[src/rtl/uart_pkg.sv]
// Shared UART definitions: transmitter state encoding, frame width and the
// baud divisor helper used by both the transmitter and the receiver.
package uart_pkg;

  typedef enum logic [1:0] {
    IDLE  = 2'd0,
    START = 2'd1,
    DATA  = 2'd2,
    STOP  = 2'd3
  } uart_tx_state_t;

  localparam int UART_DATA_BITS = 8;

  // Clock cycles per bit period (integer truncation).
  function automatic int uart_div(input int clk_freq, input int baud);
    return clk_freq / baud;
  endfunction

endpackage

[src/rtl/uart_tx_fifo.sv]
// Small synchronous byte FIFO. The head entry is visible combinationally on
// rd_data so the transmitter can load it in the same cycle it pops.
module uart_tx_fifo
  import uart_pkg::*;
#(
  parameter int DEPTH  = 4,
  parameter int DATA_W = UART_DATA_BITS
) (
  input  logic                     clk,
  input  logic                     rst,
  input  logic                     push,
  input  logic                     pop,
  input  logic [DATA_W-1:0]        wr_data,
  output logic [DATA_W-1:0]        rd_data,
  output logic [$clog2(DEPTH):0]   count,
  output logic                     full,
  output logic                     empty
);

  localparam int AW = $clog2(DEPTH);

  logic [DATA_W-1:0] mem [DEPTH];
  logic [AW-1:0]     wr_ptr;
  logic [AW-1:0]     rd_ptr;
  logic              do_push;
  logic              do_pop;

  // A push into a full FIFO is dropped even when a pop happens alongside it.
  assign do_push = push && !full;
  assign do_pop  = pop && !empty;

  assign full    = (count == (AW+1)'(DEPTH));
  assign empty   = (count == '0);
  assign rd_data = mem[rd_ptr];

  // Pointer and occupancy tracking; pointers wrap naturally at DEPTH.
  always_ff @(posedge clk) begin
    if (rst) begin
      wr_ptr <= '0;
      rd_ptr <= '0;
      count  <= '0;
    end else begin
      if (do_push) wr_ptr <= wr_ptr + 1'b1;
      if (do_pop)  rd_ptr <= rd_ptr + 1'b1;
      case ({do_push, do_pop})
        2'b10:   count <= count + 1'b1;
        2'b01:   count <= count - 1'b1;
        default: count <= count;
      endcase
    end
  end

  // Storage array; contents are meaningless until written.
  always_ff @(posedge clk) begin
    if (do_push) mem[wr_ptr] <= wr_data;
  end

endmodule

[src/rtl/uart_tx_engine.sv]
// 8N1 UART transmitter with integrated baud timing and a byte FIFO. TxD is
// registered from the next-state decode so the start bit appears on the same
// edge the FIFO head is popped.
module uart_tx_engine
  import uart_pkg::*;
#(
  parameter int CLK_FREQ   = 50_000_000,
  parameter int BAUD       = 9600,
  parameter int FIFO_DEPTH = 4
) (
  input  logic       clk,
  input  logic       rst,
  input  logic       tx_start,
  input  logic [7:0] tx_data,
  output logic       tx_busy,
  output logic       tx_idle,
  output logic       tx_overflow,
  output logic       TxD
);

  localparam int DIV = uart_div(CLK_FREQ, BAUD);
  localparam int BW  = $clog2(DIV);
  localparam int AW  = $clog2(FIFO_DEPTH);
  localparam int CW  = $clog2(UART_DATA_BITS);

  uart_tx_state_t state;
  uart_tx_state_t state_nxt;

  logic [BW-1:0] baud_cnt;
  logic [BW-1:0] baud_nxt;
  logic [CW-1:0] bit_cnt;
  logic [CW-1:0] bit_nxt;
  logic [7:0]    shift;
  logic [7:0]    shift_nxt;
  logic          txd_nxt;
  logic          pop;
  logic          baud_end;
  logic          last_bit;

  logic [AW:0]   fifo_count;
  logic          fifo_full;
  logic          fifo_empty;
  logic [7:0]    fifo_head;

  uart_tx_fifo #(
    .DEPTH  (FIFO_DEPTH),
    .DATA_W (UART_DATA_BITS)
  ) u_fifo (
    .clk     (clk),
    .rst     (rst),
    .push    (tx_start),
    .pop     (pop),
    .wr_data (tx_data),
    .rd_data (fifo_head),
    .count   (fifo_count),
    .full    (fifo_full),
    .empty   (fifo_empty)
  );

  assign baud_end = (baud_cnt == BW'(DIV - 1));
  assign last_bit = (bit_cnt == CW'(UART_DATA_BITS - 1));

  assign tx_busy  = (fifo_count == (AW+1)'(FIFO_DEPTH));
  assign tx_idle  = (fifo_count == '0) && (state == IDLE);

  // State register.
  always_ff @(posedge clk) begin
    if (rst) state <= IDLE;
    else     state <= state_nxt;
  end

  // Next-state decode; STOP chains straight into START when bytes are waiting.
  always_comb begin
    state_nxt = state;
    case (state)
      IDLE:    if (!fifo_empty) state_nxt = START;
      START:   if (baud_end) state_nxt = DATA;
      DATA:    if (baud_end && last_bit) state_nxt = STOP;
      STOP:    if (baud_end) state_nxt = fifo_empty ? IDLE : START;
      default: state_nxt = IDLE;
    endcase
  end

  // Datapath controls: pop strobe, counters, shift register and line level.
  always_comb begin
    pop       = 1'b0;
    baud_nxt  = baud_cnt + 1'b1;
    bit_nxt   = bit_cnt;
    shift_nxt = shift;
    case (state)
      IDLE: begin
        baud_nxt = '0;
        bit_nxt  = '0;
        if (!fifo_empty) begin
          pop       = 1'b1;
          shift_nxt = fifo_head;
        end
      end
      START: begin
        if (baud_end) begin
          baud_nxt = '0;
          bit_nxt  = '0;
        end
      end
      DATA: begin
        if (baud_end) begin
          baud_nxt  = '0;
          bit_nxt   = bit_cnt + 1'b1;
          shift_nxt = shift >> 1;
        end
      end
      STOP: begin
        if (baud_end) begin
          baud_nxt = '0;
          bit_nxt  = '0;
          if (!fifo_empty) begin
            pop       = 1'b1;
            shift_nxt = fifo_head;
          end
        end
      end
      default: baud_nxt = '0;
    endcase
    case (state_nxt)
      START:   txd_nxt = 1'b0;
      DATA:    txd_nxt = shift_nxt[0];
      default: txd_nxt = 1'b1;
    endcase
  end

  // Control registers, line output and the sticky overflow flag.
  always_ff @(posedge clk) begin
    if (rst) begin
      baud_cnt    <= '0;
      bit_cnt     <= '0;
      TxD         <= 1'b1;
      tx_overflow <= 1'b0;
    end else begin
      baud_cnt    <= baud_nxt;
      bit_cnt     <= bit_nxt;
      TxD         <= txd_nxt;
      tx_overflow <= tx_overflow | (tx_start & fifo_full);
    end
  end

  // Shift register data; holds no meaning outside a frame, so it is not reset.
  always_ff @(posedge clk) begin
    shift <= shift_nxt;
  end

endmodule
[config.mk]
export PLATFORM = sky130hd
export DESIGN_NAME = uart_tx_engine
export DESIGN_NICKNAME = d
export VERILOG_FILES = /design/src/rtl/uart_pkg.sv /design/src/rtl/uart_tx_fifo.sv /design/src/rtl/uart_tx_engine.sv
export SDC_FILE = /design/constraint.sdc
export NUM_CORES = 1
export LEC_CHECK = 0
export ABC_AREA = 1
export BUFFER_PORTS_ARGS = -buffer_cell sky130_fd_sc_hd__buf_2
export CORE_MARGIN = 1
export CORE_UTILIZATION = 60
export DETAILED_ROUTE_END_ITERATION = 16
export GPL_ROUTABILITY_DRIVEN = 1
export PLACE_DENSITY = 0.78
export RECOVER_POWER = 25
export SYNTH_ARGS = -nofsm -noshare
export SYNTH_HDL_FRONTEND = slang
export SYNTH_SLANG_ARGS = --single-unit
[constraint.sdc]
create_clock -name clk -period 4.68 [get_ports clk]
set_input_delay 0.234 -clock clk [delete_from_list [all_inputs] [get_ports clk]]
set_output_delay 0.234 -clock clk [all_outputs]
set_load 0.02 [all_outputs]
==> results.cfg <==
[outcome]
run_status = finished clean

[global_route]
grt_first_pass_wirelength_um = 9140
number_of_global_route_vias_before_repair = 2167
antenna_violations_before_repair = 0
global_route.overflow_total = 0
grt_max_degree = 18
global_route.usage.total_pct = 22.6

[sta]
finalSetupTns_ps = 0
worst_clock_skew_ps = 10.9
fmaxAchievable_mhz = 396
timing.final.crit_period_ps = 2520
rsz0062_at_grt = no
holdWs_ps = 111
tightest_slew_ps = 786
max_slew_margin_pct = 47.4
timing.final.max_slew_violations = 0
hold_violations = 0
part_of_the_cycle_the_worst_path_needs_pct = 53.9
report.final.setup_viol = 0

[die]
area_of_the_core_sq_mm = 0.00511
initial_utilization_pct = 62.6
io_pins = 15
die-height_um = 75.0
horizontal_extent_of_the_die_um = 75.0
die-area_sq_mm = 0.00562
rows = 26

[synth]
netlist_instances = 345
yosys.area.top_type_share_pct = 36.6
post_synth_mux_area_share_pct = 0
synth_top_family_by_area = simple AND/OR/NAND/NOR gates
synth_xor_xnor_area_share_pct = 0.548
ys_warn_count = 0
post_synth_instance_area_sq_mm = 0.00320
synth.top_cells.by_area = edfxtp_1 (37%), dfxtp_1 (19%), nand2_1 (6.1%)
synth_adder_area_share_pct = 6.11
synth_top_area_cell = edfxtp_1
yosysSeqAreaShare_pct = 55.4
yosys.area_share.simple_pct = 19.0
synth-compound-area-share_pct = 12.1
post_synth.cell_area_avg_sq_um = 9.27
mappedNetlistNets = 371
ys_seq_elements = 69
netlist-cell-type-count = 30

[place]
place_congestion = 0.788
port-buffer-count = 14
dp.final_hpwl_um = 3820
placement.cell_area_sq_mm = 0.00332

[cells_and_area]
n_fill_cell = 414
mostFrequentLayoutCell = nand2_1
layout-drive-gt1-share_pct = 11.4
final_net_count = 390
postLayoutCellArea_sq_mm = 0.00354
area_growth_pct = 10.7
final_cell_mix = nand2_1 (52), inv_1 (48), nor2_1 (41)
n_antenna_cell = 0

[clock_tree]
clk_latency_ps = 350
cts_repair_resize_count = 0
postCtsSetupBuffers = 0
clock_tree_from_tritoncts = built
numCtsBuffers = 9
cts.sink_count = 69
cts_max_level = 3
cts.root.buffer_cell = clkbuf_8
hold_buffers = 0
clk_path_buf_depth = 2
cts.clk_slew.worst_paths_ps = 80

[drt]
drt-pass1-iter-count = 4
vias = 2339
detailedRoute.firstIterationViolations = 168
drt_wl_total_um = 5570
routed_len_inst_um = 12.7
drcViolationCount = 0
vias_per_cell = 5.33
route.antenna.remaining_nets = 0

[min_path]
timing.hold.worst.class = in2reg

[critical_path]
path_max_fanout = 4
critical-path-max-stage-delay_ps = 370
timing.setup.critical_path_class = reg2reg
critPathBufInv = 3
cell_chain_of_the_critical_path = ha_1 > nand2_1 > inv_1 > nand2_1 > nor2_2 > nand3_2 > nand2_2 > nand3_1 > inv_2 > ha_1 > inv_1 > fa_1 > a21oi_1 > o21ai_0 > o21ai_0 > a21oi_1
worst_ep_arrival_time_ps = 2760
cp.required_ps = 4910
path_delay_family = adder cells
timing.critical_path.from_type = flip-flop
cpMaxStageDelayCell = fa_1
critical_path.endpoint_type = flip-flop

[power]
power.ir.vdd_worst_uv = 385
total_power_uw = 2020
power_density_normalized_to_cell_area_mw_per_mm2 = 570
p_leak_uw = 0.00142

[flow_run]
cap_viol_max_count = 0
metrics by stage:
| stage | util, % | cells | setup slack, ps |
|---|---|---|---|
| after global routing | 69.3 | 439 | 1920 |
| after detailed placement | 65.0 | 423 | 2280 |
| after CTS | 69.5 | 439 | 2220 |
| final | 69.3 | 439 | 2160 |
| after floorplan | - | 345 | 2460 |
| after global placement | 65.0 | 423 | 2340 |
path summary, 6_finish.rpt:
check,slack [ps],from,depth (start not counted),endpoint
max reg2reg,2160,baud_cnt[0]$_SDFF_PP0_,16,u_fifo.count[2]$_SDFFE_PP0P_
min reg2reg,450,tx_overflow$_SDFF_PP0_,2,tx_overflow$_SDFF_PP0_
max,2160,baud_cnt[0]$_SDFF_PP0_,16,u_fifo.count[2]$_SDFFE_PP0P_
min,110,tx_data[0],1,u_fifo.mem[2][0]$_DFFE_PP_
registers in the layout, summed over array words and instances (netlist names), named ones only:
register	cells
bit_cnt	3
TxD	1
tx_overflow	1
state	2
shift	8
u_fifo.count	3
u_fifo.mem	32
u_fifo.rd_ptr	2
u_fifo.wr_ptr	2
baud_cnt	13
cells in the mapped netlist, drive strengths merged:
| cell type | number |
|---|---|
| a21oi | 24 |
| o21a | 2 |
| ha | 14 |
| or2 | 4 |
| o31ai | 1 |
| nand4 | 3 |
| nor3 | 4 |
| o22ai | 10 |
| o21ai | 32 |
| buf | 5 |
| nand3 | 19 |
| clkbuf | 1 |
| dfxtp | 30 |
| edfxtp | 39 |
| xor2 | 1 |
| inv | 49 |
| o21bai | 2 |
| nand3b | 1 |
| xnor2 | 1 |
| nor2 | 46 |
| fa | 1 |
| nand2 | 56 |
area by class of cell:
type / instances / area (sq um) / share of cell area (%)
Tap cell: 70 / 87.6 / 2.48
Timing Repair Buffer: 14 / 61.3 / 1.73
Inverter: 49 / 184 / 5.20
Multi-Input combinational cell: 221 / 1200 / 34.1
Clock inverter: 7 / 105 / 2.97
Clock buffer: 9 / 124 / 3.50
Sequential cell: 69 / 1770 / 50.1
routing by layer:
metal,track usage [%],routed length [um],vias up
met5,0,0,-
met4,9.64,57,0
met3,5.89,239,6
met2,41.2,2880,57
met1,24.7,2390,1087
li1,-,-,1189
where the power goes:
group | total (uW) | internal (uW) | switching, uW
sequential | 836 | 773 | 63.0
combinational | 626 | 207 | 419
clock | 555 | 308 | 247
total | 2020 | 1290 | 729
logic make-up after synthesis:
kind of cell | Yosys count
adders and majority gates | 15
and+or+nand+nor | 133
buffers and inverters | 55
xor gates and xnor gates | 2
DFF | 69
AOI/OAI and AO/OA | 71
worst register-to-register path: stages (launching register included):
cell     delay (ps)
dfxtp_1         360
ha_1            180
nand2_1          90
inv_1            90
nand2_1          60
nor2_2          140
nand3_2         120
nand2_2         110
nand3_1          80
inv_2            90
ha_1            140
inv_1            70
fa_1            370
a21oi_1         150
o21ai_0         120
o21ai_0         180
a21oi_1          60
(Power assumes the default switching activity.)
